$ cat config.mk
export PLATFORM = sky130hd
export DESIGN_NAME = fp_seq_multiplier_flat
export DESIGN_NICKNAME = d
export VERILOG_FILES = /design/src/rtl/fp_seq_multiplier_if.sv /design/src/rtl/fp_seq_multiplier.sv /design/src/flat_wrapper.sv
export SDC_FILE = /design/constraint.sdc
export NUM_CORES = 1
export LEC_CHECK = 0
export CAP_MARGIN = 20
export CORE_AREA = 2 2 187 189
export DETAILED_ROUTE_END_ITERATION = 8
export DIE_AREA = 0 0 189 191
export GPL_ROUTABILITY_DRIVEN = 1
export HOLD_SLACK_MARGIN = 0.06
export MAX_ROUTING_LAYER = met4
export SYNTH_ARGS = -nofsm -noshare
export SYNTH_HDL_FRONTEND = slang
export SYNTH_SLANG_ARGS = --single-unit
$ cat constraint.sdc
create_clock -name clk -period 4 [get_ports clk]
set_input_delay 0.8 -clock clk [delete_from_list [all_inputs] [get_ports clk]]
set_output_delay 0.8 -clock clk [all_outputs]
set_load 0.01 [all_outputs]
$ cat src/rtl/fp_seq_multiplier_if.sv
// rtl/fp_seq_multiplier_if.sv - operand/start and result/flag bundle for fp_seq_multiplier
interface fp_seq_multiplier_if #(
  parameter int X = 32
);
  logic [X-1:0] a;
  logic [X-1:0] b;
  logic         start;
  logic [X-1:0] q;
  logic         ready;
  logic         busy;
  logic         overflow;
  logic         underflow;
  logic         invalid;

  modport master (
    output a, b, start,
    input  q, ready, busy, overflow, underflow, invalid
  );

  modport slave (
    input  a, b, start,
    output q, ready, busy, overflow, underflow, invalid
  );
endinterface

$ cat src/rtl/fp_seq_multiplier.sv
// rtl/fp_seq_multiplier.sv - iterative IEEE-754 multiplier, radix-2 shift-and-add
// FPMUL_RNE_EN selects round-to-nearest-even; otherwise the product is truncated.
module fp_seq_multiplier #(
  parameter int X = 32
) (
  input  logic               clk,
  input  logic               clr,
  fp_seq_multiplier_if.slave bus
);
  localparam int EB   = (X == 64) ? 11 : 8;
  localparam int MB   = (X == 64) ? 52 : 23;
  localparam int BIAS = (X == 64) ? 1023 : 127;
  localparam int SW   = MB + 1;
  localparam int EW   = EB + 2;
  localparam int CW   = $clog2(SW + 1);

  localparam logic [2:0] S_IDLE   = 3'd0;
  localparam logic [2:0] S_UNPACK = 3'd1;
  localparam logic [2:0] S_MULT   = 3'd2;
  localparam logic [2:0] S_NORM   = 3'd3;
  localparam logic [2:0] S_ROUND  = 3'd4;

  localparam logic [X-1:0] QNAN = {1'b0, {EB{1'b1}}, 1'b1, {(MB-1){1'b0}}};

  logic [2:0]      r_state;
  logic [X-1:0]    r_a;
  logic [X-1:0]    r_b;
  logic            r_sign;
  logic [EW-1:0]   r_e;
  logic [SW-1:0]   r_ma;
  logic [SW-1:0]   r_mb;
  logic [2*SW-1:0] r_acc;
  logic [CW-1:0]   r_cnt;
  logic [MB-1:0]   r_mant;
  logic            r_g;
  logic            r_r;
  logic            r_s;
  logic [X-1:0]    r_q;
  logic            r_ready;
  logic            r_busy;
  logic            r_ovf;
  logic            r_unf;
  logic            r_inv;

  logic [EB-1:0]   w_ea;
  logic [EB-1:0]   w_eb;
  logic [MB-1:0]   w_fa;
  logic [MB-1:0]   w_fb;
  logic            w_a_zero;
  logic            w_b_zero;
  logic            w_a_inf;
  logic            w_b_inf;
  logic            w_a_nan;
  logic            w_b_nan;
  logic            w_sign;
  logic [EW-1:0]   w_e_sum;
  logic            w_is_nan;
  logic            w_is_inf;
  logic            w_is_zero;

  logic [SW-1:0]   w_addend;
  logic [SW:0]     w_upper;
  logic [2*SW-1:0] w_acc_next;
  logic [2*SW-1:0] w_pn;

  logic            w_inc;
  logic [MB:0]     w_rsum;
  logic [EW-1:0]   w_e_fin;
  logic            w_ovf;
  logic            w_unf;

  // Subnormals have a zero exponent field, so FTZ falls out of the zero test.
  assign w_ea     = r_a[X-2:MB];
  assign w_eb     = r_b[X-2:MB];
  assign w_fa     = r_a[MB-1:0];
  assign w_fb     = r_b[MB-1:0];
  assign w_a_zero = (w_ea == '0);
  assign w_b_zero = (w_eb == '0);
  assign w_a_inf  = (&w_ea) && (w_fa == '0);
  assign w_b_inf  = (&w_eb) && (w_fb == '0);
  assign w_a_nan  = (&w_ea) && (|w_fa);
  assign w_b_nan  = (&w_eb) && (|w_fb);
  assign w_sign   = r_a[X-1] ^ r_b[X-1];
  assign w_e_sum  = {2'b00, w_ea} + {2'b00, w_eb} - EW'(BIAS);

  assign w_is_nan  = w_a_nan || w_b_nan || (w_a_inf && w_b_zero) || (w_a_zero && w_b_inf);
  assign w_is_inf  = w_a_inf || w_b_inf;
  assign w_is_zero = w_a_zero || w_b_zero;

  assign w_addend   = r_mb[0] ? r_ma : '0;
  assign w_upper    = {1'b0, r_acc[2*SW-1:SW]} + {1'b0, w_addend};
  assign w_acc_next = {w_upper, r_acc[SW-1:1]};

  // Left-justify so the leading 1 sits in the MSB; no product bits are lost.
  assign w_pn = r_acc[2*SW-1] ? r_acc : {r_acc[2*SW-2:0], 1'b0};

`ifdef FPMUL_RNE_EN
  assign w_inc = r_g & (r_r | r_s | r_mant[0]);
`else
  assign w_inc = 1'b0 & r_g & (r_r | r_s);
`endif

  assign w_rsum  = {1'b0, r_mant} + {{MB{1'b0}}, w_inc};
  assign w_e_fin = r_e + {{(EW-1){1'b0}}, w_rsum[MB]};
  assign w_ovf   = !w_e_fin[EW-1] && (w_e_fin >= EW'((1 << EB) - 1));
  assign w_unf   = w_e_fin[EW-1] || (w_e_fin == '0);

  always_ff @(posedge clk) begin
    if (clr) begin
      r_state <= S_IDLE;
      r_a     <= '0;
      r_b     <= '0;
      r_sign  <= 1'b0;
      r_e     <= '0;
      r_ma    <= '0;
      r_mb    <= '0;
      r_acc   <= '0;
      r_cnt   <= '0;
      r_mant  <= '0;
      r_g     <= 1'b0;
      r_r     <= 1'b0;
      r_s     <= 1'b0;
      r_q     <= '0;
      r_ready <= 1'b0;
      r_busy  <= 1'b0;
      r_ovf   <= 1'b0;
      r_unf   <= 1'b0;
      r_inv   <= 1'b0;
    end else begin
      case (r_state)
        S_IDLE: begin
          if (bus.start) begin
            r_a     <= bus.a;
            r_b     <= bus.b;
            r_busy  <= 1'b1;
            r_ready <= 1'b0;
            r_ovf   <= 1'b0;
            r_unf   <= 1'b0;
            r_inv   <= 1'b0;
            r_state <= S_UNPACK;
          end
        end
        S_UNPACK: begin
          r_sign <= w_sign;
          r_e    <= w_e_sum;
          r_ma   <= {1'b1, w_fa};
          r_mb   <= {1'b1, w_fb};
          r_acc  <= '0;
          r_cnt  <= CW'(SW);
          if (w_is_nan || w_is_inf || w_is_zero) begin
            if (w_is_nan) begin
              r_q   <= QNAN;
              r_inv <= 1'b1;
            end else if (w_is_inf) begin
              r_q <= {w_sign, {EB{1'b1}}, {MB{1'b0}}};
            end else begin
              r_q <= {w_sign, {(X-1){1'b0}}};
            end
            r_ready <= 1'b1;
            r_busy  <= 1'b0;
            r_state <= S_IDLE;
          end else begin
            r_state <= S_MULT;
          end
        end
        S_MULT: begin
          r_acc <= w_acc_next;
          r_mb  <= r_mb >> 1;
          r_cnt <= r_cnt - 1'b1;
          if (r_cnt == CW'(1)) begin
            r_state <= S_NORM;
          end
        end
        S_NORM: begin
          r_mant  <= w_pn[2*MB:MB+1];
          r_g     <= w_pn[MB];
          r_r     <= w_pn[MB-1];
          r_s     <= |w_pn[MB-2:0];
          r_e     <= r_e + {{(EW-1){1'b0}}, r_acc[2*SW-1]};
          r_state <= S_ROUND;
        end
        S_ROUND: begin
          // A rounding carry leaves w_rsum[MB-1:0] all zero, which is the renormalized mantissa.
          if (w_ovf) begin
            r_q   <= {r_sign, {EB{1'b1}}, {MB{1'b0}}};
            r_ovf <= 1'b1;
          end else if (w_unf) begin
            r_q   <= {r_sign, {(X-1){1'b0}}};
            r_unf <= 1'b1;
          end else begin
            r_q <= {r_sign, w_e_fin[EB-1:0], w_rsum[MB-1:0]};
          end
          r_ready <= 1'b1;
          r_busy  <= 1'b0;
          r_state <= S_IDLE;
        end
        default: begin
          r_state <= S_IDLE;
          r_busy  <= 1'b0;
        end
      endcase
    end
  end

  assign bus.q         = r_q;
  assign bus.ready     = r_ready;
  assign bus.busy      = r_busy;
  assign bus.overflow  = r_ovf;
  assign bus.underflow = r_unf;
  assign bus.invalid   = r_inv;
endmodule

$ cat src/flat_wrapper.sv
// flat-port wrapper written by rule: the top's interface ports become plain ports
module fp_seq_multiplier_flat 
#(
  parameter int X = 32
)
  (clk, clr, bus_a, bus_b, bus_start, bus_q, bus_ready, bus_busy, bus_overflow, bus_underflow, bus_invalid);
  fp_seq_multiplier_if #(.X(X)) bus_i ();
  input  logic clk;
  input  logic clr;
  input wire logic [$bits(bus_i.a)-1:0] bus_a;
  input wire logic [$bits(bus_i.b)-1:0] bus_b;
  input wire logic [$bits(bus_i.start)-1:0] bus_start;
  output wire logic [$bits(bus_i.q)-1:0] bus_q;
  output wire logic [$bits(bus_i.ready)-1:0] bus_ready;
  output wire logic [$bits(bus_i.busy)-1:0] bus_busy;
  output wire logic [$bits(bus_i.overflow)-1:0] bus_overflow;
  output wire logic [$bits(bus_i.underflow)-1:0] bus_underflow;
  output wire logic [$bits(bus_i.invalid)-1:0] bus_invalid;
  assign bus_i.a = bus_a;
  assign bus_i.b = bus_b;
  assign bus_i.start = bus_start;
  assign bus_q = bus_i.q;
  assign bus_ready = bus_i.ready;
  assign bus_busy = bus_i.busy;
  assign bus_overflow = bus_i.overflow;
  assign bus_underflow = bus_i.underflow;
  assign bus_invalid = bus_i.invalid;
  fp_seq_multiplier #(.X(X)) u_core (.clk(clk), .clr(clr), .bus(bus_i));
endmodule
After elaboration in Yosys (flattened, before gate mapping)
Index checks and enable logic that the tools add are counted.
{ "totals": {"reg_bits": 239, "output_inout_bits": 37, "ram_bits": 0, "mem_bits_ro": 0, "mem_count": 0, "latch_bits": 0, "in_bits": 67} }
{ "classes": {"n_reduce_logical": 41, "order_cmp": 1, "bitwise_logic": 2, "shifts": 0, "eq_ne": 12, "n_div": 0, "n_mux": 30, "mul": 0, "addsub": 5} }
{ "ops": {"columns": ["op", "n"], "rows": [
  ["case mux 48 bit (2 select lines)", 1],
  ["2-to-1 mux 31 bit", 3],
  ["2-to-1 mux 32 bit", 2],
  ["case mux 32 bit (2 select lines)", 1],
  ["case mux 24 bit (2 select lines)", 1],
  ["2-to-1 mux 47 bit", 1],
  ["logical NOT 23 bit", 2],
  ["OR reduction 23 bit", 2],
  ["adder 24 x 24 -> 25 bit", 1],
  ["2-to-1 mux 24 bit", 1],
  ["case mux 10 bit (2 select lines)", 1],
  ["logical NOT 8 bit", 2],
  ["AND reduction 8 bit", 2],
  ["case mux 3 bit (4 select lines)", 1],
  ["adder 10 x 1 -> 10 bit", 1],
  [">= comparator 10 x 8 -> 1 bit (second input constant)", 1],
  ["logical NOT 10 bit", 1],
  ["inequality test 2 x 1 -> 1 bit (second input constant)", 5],
  ["case mux 5 bit (2 select lines)", 1],
  ["nonzero test 2 bit", 5],
  ["subtractor 10 x 7 -> 10 bit (second input constant)", 1],
  ["adder 8 x 8 -> 9 bit", 1],
  ["2-to-1 mux 1 bit", 9],
  ["AND reduction 3 bit", 3],
  ["other kinds (20)", 42]
]} }

Longest topological paths before layout
{ "logic_depth": {"depth_word": 9, "mapped_depth": 12, "ltp_nobuf": 12} }

Worst setup path before layout
No wires, ideal clock.
{ "synth_timing": {"path_kind": "register to register", "from": "register u_core.r_mb[0]", "to": "register u_core.r_acc[42]", "path_buffers": 1, "synth_period_minus_slack_ps": 2413, "slack_ps": 1587, "t_arrival_ps": 2283, "required_time_ps": 3870, "stages_incl_launch_ff": 13, "path_cell_list": "dfxtp_1 > clkbuf_1 > nand2_1 > inv_1 > ha_1 > a211oi_1 > o21ai_0 > nand3_1 > o211ai_1 > o31a_1 > a21oi_1 > xor2_1 > o21ai_0"} }
{ "synth_via": {"elab_chain_len": 3} }
{ "synth_lines": {"columns": ["element", "line_no", "text"], "rows": [
  ["start, declared", "fp_seq_multiplier.sv:31", "logic [SW-1:0] r_mb;"],
  ["start signal, assigned", "fp_seq_multiplier.sv:147", "r_mb <= {1'b1, w_fb};"],
  ["start signal, assigned", "fp_seq_multiplier.sv:168", "r_mb <= r_mb >> 1;"],
  ["2-to-1 mux 24 bit", "fp_seq_multiplier.sv:90", "assign w_addend = r_mb[0] ? r_ma : '0;"],
  ["adder 24 x 24 -> 25 bit", "fp_seq_multiplier.sv:91", "assign w_upper = {1'b0, r_acc[2*SW-1:SW]} + {1'b0, w_addend};"],
  ["case mux 48 bit (2 select lines)", "fp_seq_multiplier.sv:130", "case (r_state)"],
  ["end signal, assigned", "fp_seq_multiplier.sv:167", "r_acc <= w_acc_next;"],
  ["end, declared", "fp_seq_multiplier.sv:32", "logic [2*SW-1:0] r_acc;"]
]} }
No other way between the ends.
A chain may end at the register's enable or synchronous reset.

Worst setup path in the final report
{ "layout_timing": {"from": "register u_core.r_mb[0]", "to": "register u_core.r_acc[39]"} }
Same word-level chain as after synthesis.

==> results.py <==
metrics = {
    "floorplanning": {
        "floorplan.die.height_microns": 191,
        "core-area_sq_um": 34100,
        "fp.dieW_microns": 189,
        "row_count": 68,
        "io-pin-count": 104,
        "floorplan.die_area_sq_um": 36100,
        "floorplan.initialDensity": 0.298,
    },
    "routing": {
        "drt_first_iter_violations": 618,
        "drt_pass1_iterations": 5,
        "routed_wl_mm": 25.6,
        "antenna_violation_net_count_after_detailed_routing": 0,
        "post-route-drc-count": 0,
        "detail_route.wl_per_cell_microns": 14.4,
        "post_drt_via_cell_ratio": 4.92,
        "vias": 8776,
    },
    "pwr": {
        "cellLeakagePower_nw": 4.38,
        "worst_ir_drop_on_vdd_v": 0.000243,
        "power_per_cell_area_nw_per_um2": 411,
    },
    "clock_network": {
        "hold_buffers": 0,
        "htree_num_levels": 1,
        "cts.reportedPaths.clkPinSlew_ns": 0.06,
        "clock_sink_count": 216,
        "cts_resized": 0,
        "worstSkewPairLatency_ns": 0.52,
        "cts-buffers-inserted": 23,
        "cts_tree": "done",
        "clk_path_buf_depth": 3,
        "post_cts_setup_repair_bufs": 0,
        "clock_tree.root_cell": "clkbuf_16",
    },
    "placement": {
        "place_hpwl_mm": 17.9,
        "place_inst": 1739,
        "port-buffer-count": 103,
        "final_wtd_congestion": 0.851,
    },
    "yosys": {
        "combinational_family_with_the_most_area_after_synthesis": "compound AO/OA/AOI/OAI gates",
        "flip_flop_and_latch_count_after_synthesis": 216,
        "synth-edff-count": 0,
        "post_synthesis_share_of_cell_area_spent_on_full_adders_half_adders_and_majority_gates": 0.0495,
        "synth_cells": 1248,
        "synth.yosys.seq_area_share": 0.426,
        "synth_xor_area_frac": 0.0241,
        "synth_async_sr_flop_share": 0,
        "dominantRegCellSynth": "dfxtp_1",
        "syn-num-nets": 1354,
        "synth_compound_area_frac": 0.221,
        "synth.mux.area_fraction": 0.0276,
        "mapped_area_sq_um": 10200,
        "synth_area_per_cell_sq_um": 8.14,
        "share_of_synthesized_cell_area_in_and_or_nand_and_nor_gates": 0.213,
        "synthDistinctLibCells": 61,
        "yosys_warnings": 0,
    },
    "sta": {
        "max_freq_mhz": 319,
        "totalNegativeSetupSlack_ns": 0,
        "timing.final.crit_period_ns": 3.13,
        "layout_worst_path_cycle_share": 0.783,
        "setup_violations": 0,
        "grt_setup_unrepaired": "false",
        "whs_ns": 0.453,
        "finalHoldViolCount": 0,
        "max-slew-margin-rel": 0.417,
        "finalMaxSlewViolations": 0,
        "worst-slew-pin-transition_ns": 0.852,
        "fin_worst_skew_ns": 0.0195,
    },
    "global_route": {
        "groute.layer.met1.usage": 0.202,
        "globalRouteTotalUtil": 0.144,
        "first_pass_grt_wire_length_mm": 42.7,
        "grt.met2_usage": 0.218,
        "globalRouteMet3Util": 0.0217,
        "globalRouteOverflowTotal": 0,
        "grt_antenna_before_repair": 1,
        "grt_pass1_vias": 8405,
        "global_route.peak_usage_layer": "met2",
        "grt_start_max_net_pins": 147,
    },
    "worst_setup_path": {
        "worstSetupEndpointType": "flop",
        "cp-startpoint": "u_core.r_mb[0]",
        "critPathMaxFanout": 25,
        "crit_type": "reg -> reg",
        "crit_end": "u_core.r_acc[39]",
        "worst-endpoint-arrival_ns": 3.54,
        "rr_startpoint": "u_core.r_mb[0]",
        "worst_ep_required_time_ns": 4.41,
        "reg2reg_slack_ns": 0.87,
        "endpoint_of_the_worst_slack_reg_to_reg_timing_path": "u_core.r_acc[39]",
        "worst_r2r_path_depth": 11,
        "critPathLaunchType": "flop",
    },
    "layout": {
        "areaGrowthSynthToFinish_pct": 21.1,
        "multiInputGateArea_sq_um": 5450,
        "storage_cell_area_sq_um": 4320,
        "fill_cells": 3536,
        "layout.cells.non_filler": 1783,
        "layout-drive-gt1-share": 0.0648,
        "layout.nets": 1416,
        "post-route-util": 0.360,
    },
    "run": {
        "max_cap_violations": 0,
    },
    "hold_path": {
        "hold_class": "reg -> reg",
    },
    "run_status": {
        "status": "finished, final reports clean",
    },
}
## cell usage in the layout, fill, tap and decap left out, types with 3 or more instances in the layout
cell	synthesis	routed
nand2b_1	4	4
a22oi_2	20	20
o21ai_0	24	24
nor2b_1	5	5
nor4_1	14	14
clkinv_2	0	4
clkbuf_1	52	7
and2_1	29	28
o21ai_1	3	3
buf_4	0	12
or4_1	4	4
a21boi_1	4	4
clkbuf_16	0	23
a211oi_1	41	41
nand2_1	258	257
inv_1	13	13
nor3_1	32	32
o31ai_1	5	5
clkbuf_8	0	3
a31oi_1	5	5
dfxtp_1	216	216
mux2i_1	28	28
ha_1	37	37
xnor2_1	15	15
nand3_1	5	5
and3_1	3	3
nor2_1	128	127
clkdlybuf4s50_1	0	102
nand4_1	11	11
xor2_1	13	13
a22oi_1	34	34
a21oi_1	160	159
o21a_1	9	9
a21o_1	10	10
## report_power, final
part           total (mW)  internal (mW)  switching (mW)
registers            2.34           2.25          0.0888
logic               0.590          0.240           0.350
clock network        2.12           1.25           0.870
## critical path, cell delays in order, from the launching register on
cell and delay (ns):
dfxtp_1 0.69, and2_1 0.22, ha_1 0.19, inv_1 0.06, fa_1 0.40, nor2b_1 0.17
o21ai_2 0.08, a21boi_1 0.29, o31ai_2 0.13, a21oi_1 0.28, a21boi_1 0.16, a221o_1 0.34
## layer usage
layer	routed length (microns)	vias up
li1	-	4503
met1	13100	4062
met2	10900	182
met3	1190	29
met4	449	0
met5	0	-
## worst min-delay path by stage
stage	slack (ns)	end	start	cells past startpoint
6_report	0.45	u_core.r_ma[4]	u_core.r_ma[4]	2
2_1_floorplan	0.43	u_core.r_ma[23]	u_core.r_ma[23]	2
5_1_grt	0.46	u_core.r_ma[15]	u_core.r_ma[15]	2
3_3_place_gp	0.44	u_core.r_ma[9]	u_core.r_ma[9]	2
4_1_cts	0.45	u_core.r_ma[4]	u_core.r_ma[4]	2
3_5_place_dp	0.45	u_core.r_ma[4]	u_core.r_ma[4]	2
## synth_stat cells (4+ instances only)
cell type,n,area [sq um]
buf_6,4,45.0
buf_1,7,26.3
or4_1,4,30.0
nor4_1,14,87.6
nand3_1,5,25.0
xnor2_1,15,131
o31ai_1,5,37.5
clkbuf_1,52,195
o21a_1,9,67.6
o21ai_0,24,120
and2_1,29,181
a21o_1,10,75.1
a22oi_1,34,255
a211oi_1,41,308
dfxtp_1,216,4320
nor2b_1,5,31.3
inv_1,13,48.8
nand2b_1,4,25.0
ha_1,37,463
nand2_1,258,968
a31oi_1,5,31.3
xor2_1,13,114
buf_2,16,80.1
nor3_1,32,160
nor2_1,128,480
mux2i_1,28,280
a21boi_1,4,30.0
a21oi_1,160,801
a22oi_2,20,250
nand4_1,11,68.8
## kinds of logic after synthesis
group	after synthesis
AOI/OAI and AO/OA	342
xor gates and xnor gates	28
adders and majority gates	39
buffers and inverters	92
DFF	216
muxes	28
and+or+nand+nor	503
## final cells by class
| class | instances | share of cell area |
|---|---|---|
| clock buffer | 33 | 0.0523 |
| clock inverter | 9 | 0.00855 |
| timing repair buffer | 116 | 0.0935 |
| tap | 455 | 0.0463 |
| sequential | 216 | 0.352 |
| inverter | 13 | 0.00397 |
| antenna | 1 | 0.000204 |
| multi-input combinational | 940 | 0.443 |
## flip-flops by register name, indices dropped and copies added (netlist names), 5 cells and up
| register | count |
|---|---|
| u_core.r_e | 10 |
| u_core.r_cnt | 5 |
| u_core.r_acc | 25 |
| u_core.bus.q | 32 |
| u_core.r_mant | 23 |
| u_core.r_ma | 24 |
| u_core.r_b | 32 |
| u_core.r_a | 32 |
| u_core.r_mb | 24 |
## stage by stage
step | instance area (sq um) | setup WS [ns] | power, mW
after CTS | 12300 | 0.895 | 5.12
after floorplan | 10200 | 1.59 | 2.75
after global placement | 11500 | 0.984 | 2.97
final | 12300 | 0.870 | 5.05
after global routing | 12300 | 0.583 | 5.29
after detailed placement | 11500 | 0.898 | 2.98
Note: power is estimated with default switching activity, not from simulation.
